$ cat config.mk
export PLATFORM = sky130hd
export DESIGN_NAME = uart_rx_param_flat
export DESIGN_NICKNAME = d
export VERILOG_FILES = /design/src/rtl/uart_pkg.sv /design/src/rtl/uart_rx_param_if.sv /design/src/rtl/uart_rx_fifo.sv /design/src/rtl/uart_rx_param.sv /design/src/flat_wrapper.sv
export SDC_FILE = /design/constraint.sdc
export NUM_CORES = 1
export LEC_CHECK = 0
export CORE_AREA = 2 2 116 118
export DETAILED_ROUTE_END_ITERATION = 7
export DIE_AREA = 0 0 118 120
export DONT_BUFFER_PORTS = 1
export PLACE_DENSITY = 0.52
export SYNTH_ARGS = -nofsm -noshare
export SYNTH_HDL_FRONTEND = slang
export SYNTH_SLANG_ARGS = --single-unit
$ cat constraint.sdc
create_clock -name clk -period 2 [get_ports clk]
set_input_delay 0.5 -clock clk [delete_from_list [all_inputs] [get_ports clk]]
set_output_delay 0.5 -clock clk [all_outputs]
set_load 0.05 [all_outputs]
$ cat src/rtl/uart_pkg.sv
// Shared types and helpers for the parametrised UART receiver.
package uart_pkg;

    typedef enum logic [2:0] {
        WAIT_IDLE,
        IDLE,
        START,
        DATA,
        PARITY,
        STOP
    } uart_rx_state_t;

    // Counts data bits (max 9) and stop bits (max 2) within a frame.
    localparam int unsigned BIT_CNT_W = 4;

    // Width of the bit-clock counter, which runs 0..clks_per_bit-1.
    function automatic int unsigned bit_clk_w(input int unsigned clks_per_bit);
        return (clks_per_bit > 2) ? $clog2(clks_per_bit) : 1;
    endfunction

endpackage

$ cat src/rtl/uart_rx_param_if.sv
// Receiver-side bus: serial line in, buffered words out through valid/ready.
interface uart_rx_param_if #(
    parameter int unsigned DATA_BITS = 8
);
    logic                 dcom;
    logic [DATA_BITS-1:0] bus;
    logic                 rx_valid;
    logic                 rx_ready;
    logic                 frame_err;
    logic                 parity_err;
    logic                 overrun;
    logic                 busy;

    modport master (
        input  dcom, rx_ready,
        output bus, rx_valid, frame_err, parity_err, overrun, busy
    );

    modport slave (
        output dcom, rx_ready,
        input  bus, rx_valid, frame_err, parity_err, overrun, busy
    );
endinterface

$ cat src/rtl/uart_rx_fifo.sv
// Small synchronous FIFO for received words; a pop frees room for a push in the same cycle.
module uart_rx_fifo #(
    parameter int unsigned WIDTH = 10,
    parameter int unsigned DEPTH = 4
) (
    input  logic             clk,
    input  logic             rst,
    input  logic             push,
    input  logic [WIDTH-1:0] push_data,
    input  logic             pop,
    output logic [WIDTH-1:0] head,
    output logic             valid,
    output logic             overrun
);
    localparam int unsigned AW = (DEPTH > 1) ? $clog2(DEPTH) : 1;
    localparam int unsigned CW = AW + 1;

    logic [WIDTH-1:0] mem [DEPTH];
    logic [AW-1:0]    rd_ptr;
    logic [AW-1:0]    wr_ptr;
    logic [CW-1:0]    count;
    logic             pop_c;
    logic             push_ok_c;

    always_comb begin
        pop_c     = pop && (count != '0);
        push_ok_c = push && ((count < CW'(DEPTH)) || pop_c);
    end

    always_ff @(posedge clk) begin
        if (rst) begin
            for (int i = 0; i < int'(DEPTH); i++) mem[i] <= '0;
            rd_ptr  <= '0;
            wr_ptr  <= '0;
            count   <= '0;
            overrun <= 1'b0;
        end else begin
            if (push_ok_c) begin
                mem[wr_ptr] <= push_data;
                wr_ptr      <= wr_ptr + AW'(1);
            end
            if (pop_c) rd_ptr <= rd_ptr + AW'(1);
            count   <= count + CW'(push_ok_c) - CW'(pop_c);
            overrun <= push && !push_ok_c;
        end
    end

    assign head  = mem[rd_ptr];
    assign valid = (count != '0);

endmodule

$ cat src/rtl/uart_rx_param.sv
// Parametrised UART receiver: 2-flop synchroniser, deframer FSM and receive FIFO.
// Optional parity bit checking is built when UART_RX_PARITY_EN is defined.
module uart_rx_param
    import uart_pkg::*;
#(
    parameter int unsigned CLKS_PER_BIT = 434,
    parameter int unsigned DATA_BITS    = 8,
    parameter int unsigned STOP_BITS    = 1,
    parameter int unsigned FIFO_DEPTH   = 4,
    parameter int unsigned PARITY_ODD   = 0
) (
    input logic              clk,
    input logic              rst,
    uart_rx_param_if.master  bif
);
    localparam int unsigned CNT_W = bit_clk_w(CLKS_PER_BIT);
    localparam int unsigned ENT_W = DATA_BITS + 2;
    localparam logic [CNT_W-1:0] HALF_M1 = CNT_W'(CLKS_PER_BIT / 2 - 1);
    localparam logic [CNT_W-1:0] FULL_M1 = CNT_W'(CLKS_PER_BIT - 1);

    if (CLKS_PER_BIT < 4)                   begin : g_bad_cpb    $error("CLKS_PER_BIT must be >= 4");       end
    if (DATA_BITS < 5 || DATA_BITS > 9)     begin : g_bad_db     $error("DATA_BITS must be 5..9");          end
    if (STOP_BITS < 1 || STOP_BITS > 2)     begin : g_bad_sb     $error("STOP_BITS must be 1 or 2");        end
    if (FIFO_DEPTH < 2 || (FIFO_DEPTH & (FIFO_DEPTH - 1)) != 0)
                                            begin : g_bad_depth  $error("FIFO_DEPTH must be a power of 2"); end
    if (PARITY_ODD > 1)                     begin : g_bad_par    $error("PARITY_ODD must be 0 or 1");       end

    uart_rx_state_t       state;
    logic                 sync1;
    logic                 rxs;
    logic [CNT_W-1:0]     cnt;
    logic [BIT_CNT_W-1:0] bit_cnt;
    logic [DATA_BITS-1:0] shreg;
    logic                 ferr;
    logic                 perr;
    logic                 push;
    logic [ENT_W-1:0]     push_data;
    logic [ENT_W-1:0]     head;
    logic                 valid;

    // Deframer; every sample point is where cnt reaches HALF_M1 (start) or FULL_M1 (others).
    always_ff @(posedge clk) begin
        if (rst) begin
            state     <= WAIT_IDLE;
            sync1     <= 1'b1;
            rxs       <= 1'b1;
            cnt       <= '0;
            bit_cnt   <= '0;
            shreg     <= '0;
            ferr      <= 1'b0;
            perr      <= 1'b0;
            push      <= 1'b0;
            push_data <= '0;
            bif.busy  <= 1'b0;
        end else begin
            sync1 <= bif.dcom;
            rxs   <= sync1;
            push  <= 1'b0;
            cnt   <= cnt + CNT_W'(1);
            case (state)
                WAIT_IDLE: if (rxs) state <= IDLE;
                IDLE: begin
                    cnt <= '0;
                    if (!rxs) begin
                        state    <= START;
                        bif.busy <= 1'b1;
                    end
                end
                START: if (cnt == HALF_M1) begin
                    cnt <= '0;
                    if (rxs) begin
                        state    <= IDLE;
                        bif.busy <= 1'b0;
                    end else begin
                        state   <= DATA;
                        bit_cnt <= '0;
                        ferr    <= 1'b0;
                        perr    <= 1'b0;
                    end
                end
                DATA: if (cnt == FULL_M1) begin
                    cnt     <= '0;
                    shreg   <= {rxs, shreg[DATA_BITS-1:1]};
                    bit_cnt <= bit_cnt + BIT_CNT_W'(1);
                    if (bit_cnt == BIT_CNT_W'(DATA_BITS - 1)) begin
                        bit_cnt <= '0;
`ifdef UART_RX_PARITY_EN
                        state   <= PARITY;
`else
                        state   <= STOP;
`endif
                    end
                end
`ifdef UART_RX_PARITY_EN
                PARITY: if (cnt == FULL_M1) begin
                    cnt   <= '0;
                    perr  <= rxs ^ (^shreg) ^ 1'(PARITY_ODD);
                    state <= STOP;
                end
`endif
                STOP: if (cnt == FULL_M1) begin
                    cnt     <= '0;
                    bit_cnt <= bit_cnt + BIT_CNT_W'(1);
                    if (!rxs) ferr <= 1'b1;
                    if (bit_cnt == BIT_CNT_W'(STOP_BITS - 1)) begin
                        push      <= 1'b1;
                        push_data <= {perr, ferr | ~rxs, shreg};
                        state     <= rxs ? IDLE : WAIT_IDLE;
                        bif.busy  <= 1'b0;
                    end
                end
                default: state <= WAIT_IDLE;
            endcase
        end
    end

    uart_rx_fifo #(
        .WIDTH (ENT_W),
        .DEPTH (FIFO_DEPTH)
    ) u_fifo (
        .clk       (clk),
        .rst       (rst),
        .push      (push),
        .push_data (push_data),
        .pop       (bif.rx_ready),
        .head      (head),
        .valid     (valid),
        .overrun   (bif.overrun)
    );

    assign bif.bus       = head[DATA_BITS-1:0];
    assign bif.frame_err = head[DATA_BITS];
    assign bif.rx_valid  = valid;
`ifdef UART_RX_PARITY_EN
    assign bif.parity_err = head[DATA_BITS+1];
`else
    assign bif.parity_err = 1'b0;
`endif

endmodule
$ cat src/flat_wrapper.sv
// flat-port wrapper written by rule: the top's interface ports become plain ports
module uart_rx_param_flat import uart_pkg::*;
#(
    parameter int unsigned CLKS_PER_BIT = 434,
    parameter int unsigned DATA_BITS    = 8,
    parameter int unsigned STOP_BITS    = 1,
    parameter int unsigned FIFO_DEPTH   = 4,
    parameter int unsigned PARITY_ODD   = 0
)
  (clk, rst, bif_dcom, bif_rx_ready, bif_bus, bif_rx_valid, bif_frame_err, bif_parity_err, bif_overrun, bif_busy);
  uart_rx_param_if #(.DATA_BITS(DATA_BITS)) bif_i ();
  input logic clk;
  input logic rst;
  input wire logic [$bits(bif_i.dcom)-1:0] bif_dcom;
  input wire logic [$bits(bif_i.rx_ready)-1:0] bif_rx_ready;
  output wire logic [$bits(bif_i.bus)-1:0] bif_bus;
  output wire logic [$bits(bif_i.rx_valid)-1:0] bif_rx_valid;
  output wire logic [$bits(bif_i.frame_err)-1:0] bif_frame_err;
  output wire logic [$bits(bif_i.parity_err)-1:0] bif_parity_err;
  output wire logic [$bits(bif_i.overrun)-1:0] bif_overrun;
  output wire logic [$bits(bif_i.busy)-1:0] bif_busy;
  assign bif_i.dcom = bif_dcom;
  assign bif_i.rx_ready = bif_rx_ready;
  assign bif_bus = bif_i.bus;
  assign bif_rx_valid = bif_i.rx_valid;
  assign bif_frame_err = bif_i.frame_err;
  assign bif_parity_err = bif_i.parity_err;
  assign bif_overrun = bif_i.overrun;
  assign bif_busy = bif_i.busy;
  uart_rx_param #(.CLKS_PER_BIT(CLKS_PER_BIT), .DATA_BITS(DATA_BITS), .STOP_BITS(STOP_BITS), .FIFO_DEPTH(FIFO_DEPTH), .PARITY_ODD(PARITY_ODD)) u_core (.clk(clk), .rst(rst), .bif(bif_i));
endmodule
==> results of run 1 <==
per-stage QoR:
stage / worst slack [ns] / cell area (µm²) / hold WS (ns) / instances / util
2_1_floorplan: 0.00321 / 3790 / 0.389 / 326 / -
3_3_place_gp: 0.0300 / 4020 / 0.405 / 498 / 0.310
3_5_place_dp: -0.0357 / 4020 / 0.402 / 498 / 0.310
4_1_cts: -0.00446 / 4350 / 0.224 / 515 / 0.335
5_1_grt: -0.0728 / 4380 / 0.216 / 517 / 0.338
6_report: -0.00282 / 4380 / 0.234 / 517 / 0.338
cell families after synthesis:
family | synth area share
AO/OA/AOI/OAI | 0.0477
XOR/XNOR | 0.0324
multiplexers | 0.104
flip-flops | 0.540
buffers and inverters | 0.0328
AND/OR/NAND/NOR | 0.214
adder cells (fa/ha/maj) | 0.0285
other | 0.000992
worst max path at each step:
stage,cells past startpoint,to
detailed placement,10,u_core.u_fifo.count[2]
finish,2,bif_bus[2]
global route,9,u_core.u_fifo.count[2]
global placement,10,u_core.u_fifo.count[2]
CTS,2,bif_bus[5]
floorplan,9,u_core.u_fifo.count[2]
layout make-up:
cell class | instances | area [µm²] | share of cell area
flip-flops and latches | 84 | 2050 | 0.467
inverters | 11 | 41.3 | 0.00942
repair buffers | 14 | 135 | 0.0308
clock inverters | 6 | 71.3 | 0.0163
clock buffers | 10 | 239 | 0.0545
multi-input cells | 216 | 1630 | 0.371
well taps | 176 | 220 | 0.0503
power by group through the flow:
stage / combinational [mW] / clock (mW) / sequential (mW)
floorplan: 0.659 / 0 / 1.95
finish: 0.844 / 1.69 / 1.95
global route: 0.907 / 1.82 / 1.96
CTS: 0.801 / 1.74 / 1.94
detailed placement: 0.783 / 0 / 1.97
global placement: 0.772 / 0 / 1.97
flip-flops by register name (all words and copies together) (netlist names), named ones only:
register,flops
u_core.u_fifo.mem,36
u_core.cnt,9
u_core.push_data,9
u_core.shreg,8
u_core.bit_cnt,4
u_core.state,3
u_core.u_fifo.count,3
u_core.u_fifo.rd_ptr,2
u_core.u_fifo.wr_ptr,2
u_core.bif.busy,1
u_core.ferr,1
u_core.push,1
u_core.rxs,1
u_core.sync1,1
u_core.u_fifo.overrun,1
what timing repair did:
| action | CTS | global route |
|---|---|---|
| cloned | 0 | 1 |
| endpoints found under the setup margin | 10 | 10 |
| buffers inserted | 1 | 1 |
| pin swaps | 4 | 2 |
| resized for setup | 4 | 1 |
per-layer routing:
metal | wire, µm | share of wire | vias to the layer above | GRT usage
met4 | 83 | 0.012 | 0 | 0.0346
li1 | - | - | 1158 | -
met3 | 196 | 0.029 | 9 | 0.0276
met5 | 0 | 0 | - | 0
met2 | 3280 | 0.49 | 28 | 0.170
met1 | 3190 | 0.47 | 1081 | 0.131
worst max-delay path, stage by stage, from the launching register on:
cell,delay [ns]
dfxtp_4,0.37
clkbuf_16,0.15
mux4_2,0.65
Yosys cell counts, types with 2 or more instances:
cell	n	area (µm²)
buf_2	3	15.0
nand2b_1	5	31.3
nand2_1	13	48.8
dfxtp_1	48	961
edfxtp_1	36	1080
o21a_1	3	22.5
xnor2_1	8	70.1
and3b_1	3	26.3
or2_2	5	31.3
nand3_1	6	30.0
ha_1	7	87.6
buf_4	4	30.0
o21bai_1	2	15.0
inv_1	11	41.3
nor3b_1	7	52.6
mux2_4	2	30.0
nor2b_1	3	18.8
mux4_2	9	203
a211oi_1	4	30.0
nor3_1	6	30.0
and2_1	33	206
nand3b_1	4	30.0
nor2_1	34	128
a21oi_1	6	30.0
or3_1	2	12.5
buf_1	3	11.3
nand4b_1	2	17.5
nor2_2	9	56.3
and3_1	3	18.8
clkbuf_1	4	15.0
xor2_1	6	52.6
mux2i_1	16	160
==> summary.txt, run 1 <==
STA
  – Setup violators final: 4
  – Tmin final: 2.00 ns
  – Fmax: 499 MHz
  – Slew Limit Fails: 0
  – Slew @ Worst Pin: 0.551 ns
  – Post-route setup TNS: -0.00860 ns
  – Slew HR: 0.632
  – Setup ws final: -0.00282 ns
  – RSZ-0062 raised after global routing: yes
  – Final Skew: 0.00789 ns
  – Final Hold Fails: 0
  – Part of the cycle the worst path needs: 1.00

Yosys
  – Syn_nets: 338
  – Post-Syn Instances: 326
  – Async SR Flop Fraction: 0
  – Ys flop type: dfxtp_1
  – Yosys warning total: 0
  – #FFs+latches synth: 84
  – Post-synth EDFFs: 36
  – Fraction of the yosys area taken by sequential cells: 0.540
  – Mapped cell area: 0.00378 mm²
  – Post-synth cell types: 51
  – Syn_area_per_cell: 11.6 µm²

Clock network
  – Clock buffer depth: 2
  – Clk Latency, worst-skew pair: 0.33 ns
  – CTS buffer count: 9
  – CTS Root Cell: clkbuf_16
  – Htree depth: 3
  – CTS sink count: 84
  – Hold Buf Count CTS: 0
  – Clk slew on worst S/H paths: 0.06 ns
  – TritonCTS clock tree: built

GRT
  – Largest net degree at the start of global routing: 50
  – Total Routing Usage GR: 0.103
  – Vias in the first global route: 2,336
  – First-pass GRT wire length: 11,800 µm
  – Initial antenna violation count: 0
  – Total gr overflow: 0

Routing
  – 1st-iter DRT viols: 244
  – Pre-Repair DR Iteration Count: 4
  – Routed wire length: 6750 µm
  – DR DRC count: 0
  – Post-DR vias/cell: 4.40
  – Post-DRT Antenna Nets: 0
  – Via Count: 2,276
  – DR WL/cell: 13.1 µm

Critical path
  – R2R cell count: 9
  – Worst setup EP type: primary output
  – CP Launch Type: register
  – Crit path DAT: 1.50 ns
  – R2r endpoint: u_core.u_fifo.count[2]
  – Worst reg2reg path startpoint: u_core.u_fifo.count[2]
  – Worst EP required: 1.50 ns
  – R2r setup slk: 0.05 ns
  – CP Class: register to primary output
  – CP Max Fanout: 4

Pwr
  – Gate power share: 0.188
  – Leak: 1.52 nW
  – Final Power: 4.48 mW
  – Peak supply drop: 347 µV
  – Share of power burned in registers: 0.435
  – Switching share of power: 0.276
  – Internal Power: 3.24 mW
  – NetSw: 1.24 mW
  – PwrDens: 1020 mW/mm²
  – Clock power share: 0.377

Placement
  – Gpl congestion: 0.753
  – I/O Buffers: 0
  – Dpl hpwl: 4680 µm

Final layout
  – FILL cells: 1,321
  – # diodes: 0
  – Most common library cell in the layout ignoring fill and taps: dfxtp_1
  – Most frequent cells in the layout: 45 x dfxtp_1, 36 x edfxtp_1, 34 x nor2_1
  – Area grow syn2layout: 15.9%
  – Nets: 348
  – Share of post-route cells with drive strength above 1: 0.188

Floorplan
  – Initial core utilization: 0.291
  – Total core area: 0.0130 mm²
  – Cell Rows: 42
  – Total die area: 0.0142 mm²
  – Die outline width: 118 µm
  – I/O pins: 17
  – Die height: 120 µm

Min path
  – Hold Path Origin: rst
  – Hold Path Class: primary input to register
  – WHS Endpoint: u_core.u_fifo.count[0]
  – Hold path cells: 1

Run status
  – Failing checks: setup timing
  – Outcome: finished with violations

Run
  – Max Cap Viol: 0
Note: power is estimated with default switching activity, not from simulation.
==> inputs of run 2 (changes only) <==
- ABC_CLOCK_PERIOD_IN_PS: not set -> 2000
- CORE_AREA: 2 2 116 118 -> 2 2 162 85
- DIE_AREA: 0 0 118 120 -> 0 0 164 87
- PLACE_DENSITY: 0.52 -> 0.53
==> summary.txt, run 2 (synthesized netlist as in run 1, its figures left out) <==
Run status
  – Outcome: finished with violations (unchanged)
  – Failing checks: setup timing (unchanged)

Pwr
  – Peak supply drop: 502 µV (was 347 µV)
  – PwrDens: 1000 mW/mm² (was 1020 mW/mm²)
  – Leak: 1.51 nW (was 1.52 nW)

Final layout
  – Nets: 349 (was 348)
  – Share of post-route cells with drive strength above 1: 0.196 (was 0.188)
  – Area grow syn2layout: 15.2% (was 15.9%)
  – # diodes: 0 (unchanged)
  – FILL cells: 1,272 (was 1,321)
  – Largest registers: u_core.u_fifo.mem (36), u_core.cnt (9), u_core.push_data (9) (unchanged)
  – Fin cells: 518 (was 517)
  – Max reg flops: 36 (unchanged)
  – Most frequent cells in the layout: 46 x dfxtp_1, 36 x edfxtp_1, 34 x nor2_1 (was 45 x dfxtp_1, 36 x edfxtp_1, 34 x nor2_1)
  – Top reg by flops: u_core.u_fifo.mem (unchanged)
  – Most common library cell in the layout ignoring fill and taps: dfxtp_1 (unchanged)

Clock network
  – Post-CTS setup buffers: 0 (was 1)
  – TritonCTS clock tree: built (unchanged)
  – Hold Buf Count CTS: 0 (unchanged)
  – Clk slew on worst S/H paths: 0.06 ns (about the same)
  – CTS Root Cell: clkbuf_16 (unchanged)
  – Clk Latency, worst-skew pair: 0.34 ns (was 0.33 ns)
  – Htree depth: 3 (unchanged)
  – CTS sink count: 84 (unchanged)
  – CTS buffer count: 9 (unchanged)
  – Clock buffer depth: 2 (unchanged)

Placement
  – Dpl hpwl: 5280 µm (was 4680 µm)
  – Gpl congestion: 0.822 (was 0.753)
  – I/O Buffers: 0 (unchanged)
  – Inst Count DP: 502 (was 498)
  – Dpl ws: -0.0447 ns (was -0.0357 ns)

Critical path
  – Worst reg2reg path startpoint: u_core.u_fifo.count[0] (was u_core.u_fifo.count[2])
  – R2r endpoint: u_core.u_fifo.count[2] (unchanged)
  – CP Launch Point: u_core.u_fifo.count[0]
  – Worst setup EP type: register (was primary output)
  – R2R cell count: 9 (unchanged)
  – Stages on worst setup path: 9 (was 2)
  – CP peak stage delay: 0.40 ns (was 0.65 ns)
  – Critical Path Sink: u_core.u_fifo.count[2] (was bif_bus[2])
  – Slowest cell on crit path: fa_2 (was mux4_2)
  – R2r setup slk: -0.04 ns (was 0.05 ns)
  – Crit-path cells: o31a_1 > ha_1 > inv_1 > ha_2 > inv_2 > fa_2 > xor2_2 > xnor2_1 > nor2_1 (was clkbuf_16 > mux4_2)
  – Crit path DAT: 2.28 ns (was 1.50 ns)
  – Top delay family on crit path: adder cells (was multiplexers)
  – CP Max Fanout: 3 (was 4)
  – Worst EP required: 2.24 ns (was 1.50 ns)
  – Buf+Inv Stages, Crit Path: 2 (was 1)
  – CP Class: register to register (was register to primary output)
  – CP Launch Type: register (unchanged)

Routing
  – DR WL/cell: 14.5 µm (was 13.1 µm)
  – Post-DRT Antenna Nets: 0 (unchanged)
  – Via Count: 2,321 (was 2,276)
  – 1st-iter DRT viols: 71 (was 244)
  – Routed wire length: 7530 µm (was 6750 µm)
  – Post-DR vias/cell: 4.48 (was 4.40)
  – DR DRC count: 0 (unchanged)
  – Pre-Repair DR Iteration Count: 4 (unchanged)

GRT
  – Initial antenna violation count: 0 (unchanged)
  – First-pass GRT wire length: 12,400 µm (was 11,800 µm)
  – Total Routing Usage GR: 0.116 (was 0.103)
  – Largest net degree at the start of global routing: 50 (unchanged)
  – Total gr overflow: 0 (unchanged)
  – Vias in the first global route: 2,292 (was 2,336)

Floorplan
  – Die outline width: 164 µm (was 118 µm)
  – I/O pins: 17 (unchanged)
  – Total die area: 0.0143 mm² (was 0.0142 mm²)
  – Cell Rows: 30 (was 42)
  – Total core area: 0.0130 mm² (about the same)
  – Die height: 87 µm (was 120 µm)
  – Initial core utilization: 0.290 (was 0.291)

STA
  – Slew @ Worst Pin: 0.554 ns (was 0.551 ns)
  – RSZ-0062 raised after global routing: yes (unchanged)
  – Part of the cycle the worst path needs: 1.02 (was 1.00)
  – Final Skew: 0.00726 ns (was 0.00789 ns)
  – Fmax: 489 MHz (was 499 MHz)
  – Tmin final: 2.04 ns (was 2.00 ns)
  – Slew Limit Fails: 0 (unchanged)
  – Slew HR: 0.630 (was 0.632)
  – Post-route setup TNS: -0.111 ns (was -0.00860 ns)
  – Setup ws final: -0.0446 ns (was -0.00282 ns)
  – Final Hold Fails: 0 (unchanged)
  – Setup violators final: 10 (was 4)

Run
  – Max Cap Viol: 0 (unchanged)

Min path
  – Hold Path Class: primary input to register (unchanged)
-- run 2: report_power, final --
group | switching (mW) | internal (mW) | leakage [nW]
Combinational | 0.526 | 0.318 | 0.614
Sequential | 0.0518 | 1.87 | 0.761
Clock | 0.734 | 0.861 | 0.131
Total | 1.31 | 3.05 | 1.51
-- run 2: worst min path at each step --
stage / from / to / cells past startpoint
6_report: rst / u_core.state[0] / 1
2_1_floorplan: u_core.sync1 / u_core.rxs / 1
4_1_cts: rst / u_core.u_fifo.count[1] / 1
5_1_grt: rst / register / 1
3_3_place_gp: u_core.sync1 / u_core.rxs / 1
3_5_place_dp: u_core.sync1 / u_core.rxs / 1
-- run 2: cell type report --
cell class / instances / area, µm² / area share
Inverter: 11 / 41.3 / 0.00949
Multi-Input combinational cell: 216 / 1640 / 0.376
Sequential cell: 84 / 2040 / 0.470
Clock inverter: 7 / 60.1 / 0.0138
Clock buffer: 9 / 225 / 0.0517
Tap cell: 176 / 220 / 0.0506
Timing Repair Buffer: 15 / 125 / 0.0287
-- run 2: metrics by stage --
stage               instance area, µm²  utilization  hold slack (ns)  power [mW]
floorplan                         3790            -            0.389        2.61
global placement                  4050        0.311            0.405        2.77
detailed placement                4050        0.311            0.410        2.79
CTS                               4340        0.333            0.209        4.39
global route                      4350        0.334            0.215        4.53
finish                            4350        0.334            0.231        4.36
-- run 2: routing by layer --
layer | global-route usage | vias up | wire [µm]
met5 | 0 | - | 0
met4 | 0.0407 | 0 | 65
met3 | 0.0381 | 4 | 376
met2 | 0.156 | 40 | 2930
met1 | 0.172 | 1119 | 4150
li1 | - | 1158 | -
-- run 2: repair_timing --
item	CTS	global route
pin swaps	1	5
gates resized for setup	2	4
endpoints found under the setup margin	10	10
-- run 2: worst reg2reg max path, stage by stage, from the launching register on --
cell and delay (ns):
dfxtp_2 0.33, o31a_1 0.31, ha_1 0.28, inv_1 0.06, ha_2 0.16, inv_2 0.04
fa_2 0.40, xor2_2 0.16, xnor2_1 0.15, nor2_1 0.05
==> variant, RTL diff (config.mk and constraints of run 1) <==
The option `UART_RX_PARITY_EN` is turned on by a define.
--- a/src/rtl/uart_rx_param.sv
+++ b/src/rtl/uart_rx_param.sv
@@ -1,4 +1,6 @@
 // Parametrised UART receiver: 2-flop synchroniser, deframer FSM and receive FIFO.
 // Optional parity bit checking is built when UART_RX_PARITY_EN is defined.
+`define UART_RX_PARITY_EN
+
 module uart_rx_param
     import uart_pkg::*;
Check against the original RTL: same outputs for any inputs over 10 cycles, from zero or initial values and one cycle with rst high; that may be too few to reach the edited logic, so the function may still have changed.
==> variant against run 1 <==
  * The flow still finishes with violations (setup timing)
  * Total power up 11%
  * Design area up 9.1%
  * Worst setup slack got worse by 36 ps
  * Sequential cell count grew 6
  * Synthesized area increased by 8.5%
  * Core utilization rose by 3.1 points
  * Routed wire length up 13%
  * Critical path type is now flip-flop to flip-flop
  * Largest cell class unchanged
==> variant: results (changes against run 1) <==
stage;metric;value;unit;change
sta;slew margin rel.;63.6;%;+0.36 points
global_route;Total GRT Usage;11.8;%;+1.5 points
global_route;vias in the first global route;2595;;+11%
pwr;Leak;0.00179;uW;+17%
sta;Least-Margin Pin Slew;546;ps;-5.36 ps
worst_setup_path;Worst Path Max Fanout;2;;-2
layout;final net count;393;;+13%
worst_setup_path;crit path DAT;2270;ps;+770 ps
synth;syn avg cell area;11.4;sq um;-1.8%
worst_setup_path;Worst Setup EP;u_core.u_fifo.count[2];;
synth;EDFF count, synth;40;;+11%
placement;Setup WS pre-CTS;-70.6;ps;-34.9 ps
placement;GP Congestion;0.779;;+3.5%
clock_tree;Post-CTS Setup Bufs;0;;-1
synth;sequential area share after synthesis;53.7;%;-0.31 points
global_route;largest net degree at the start of global routing;44;;-12%
layout;share of cells above drive strength 1;20.5;%;+1.7 points
sta;min setup slack post-route;-38.9;ps;-36.1 ps
placement;post-placement cell count;546;;+9.6%
global_route;global-route wire length before repair;13.1;mm;+12%
layout;Non-Filler Instances;562;;+8.7%
synth;syn_nets;372;;+10%
worst_setup_path;r2r worst-path depth;10;;+1
sta;total negative slack;-39.7;ps;-31.1 ps
pwr;Peak VDD IR;0.000423;V;+22%
sta;final setup vio count;2;;-2
placement;HPWL after detailed placement;5.32;mm;+14%
routing;vias per cell;4.60;;+4.4%
routing;Avg WL per Cell;13.6;microns;+4.0%
worst_hold_path;Hold Path Origin;rst;;
synth;synth top area cells;edfxtp_1 29%, dfxtp_1 24%, mux4_2 5.5%;;
synth;synth unique cells;55;;+7.8%
status;failing checks;setup timing;;
synth;synth cell count leaders;50 x dfxtp_1, 43 x nor2_1, 40 x edfxtp_1;;
sta;clk_skew;9.24;ps;+1.34 ps
layout;Largest regs;u_core.u_fifo.mem (40), u_core.push_data (10), u_core.cnt (9);;
status;status;finished with violations;;
sta;final hold slack;229;ps;-4.47 ps
placement;Placed Area;0.00446;sq mm;+11%
[variant: cell types whose count changed in the layout (fill, tap and decap cells not counted), sizes merged, moves of 3 or more]
cell and delta:
o21a -3, a21oi +7, buf +13, mux2i -4, nand2 +14, a211oi -3, nor3b -4, nand3 +6
nand2b -3, edfxtp +4, nor3 -3, o21ai +6, xnor2 +3
[variant: worst max-delay path, cell delays in order (launching register included)]
cell and delay [ps]:
dfxtp_2 320, or3_4 380, and2_4 160, ha_4 210
inv_2 60, ha_4 110, inv_2 30, fa_2 340
xor2_2 150, xnor2_1 130, nor2_1 50
[variant: layout make-up]
cell class,count,area (sq um)
multi-input cells,240,1790
clock buffers,12,246
fillers,1323,8200
clock inverters,4,51.3
flip-flops and latches,90,2210
inverters,14,52.6
well taps,176,220
repair buffers,26,208
[variant: power breakdown]
part           internal, uW  leakage [uW]  switching, uW
Combinational           481      0.000839            684
Sequential             2040      0.000806           88.4
Clock                  1010      0.000143            692
Total                  3530       0.00179           1460
[variant: kinds of logic (layout without fill, tap and decap cells)]
group | after synthesis | after routing | synth area share [%]
flip-flops | 90 | 90 | 53.7
AO/OA/AOI/OAI | 37 | 37 | 6.23
buffers and inverters | 30 | 56 | 3.75
XOR/XNOR | 20 | 20 | 4.61
multiplexers | 23 | 23 | 8.70
AND/OR/NAND/NOR | 152 | 152 | 20.4
adder cells (fa/ha/maj) | 8 | 8 | 2.62
[variant: metal layers]
layer	vias to the layer above	wire (microns)	global-route usage, %
met5	-	0	0
met1	1242	3580	15.1
met4	0	140	4.97
li1	1302	-	-
met3	10	213	2.57
met2	29	3700	19.3
[variant: what timing repair did]
| action | CTS | global route |
|---|---|---|
| pin swaps | 0 | 8 |
| endpoints found under the hold margin | 0 | 0 |
| resized for setup | 1 | 4 |
| endpoints found under the setup margin | 11 | 16 |
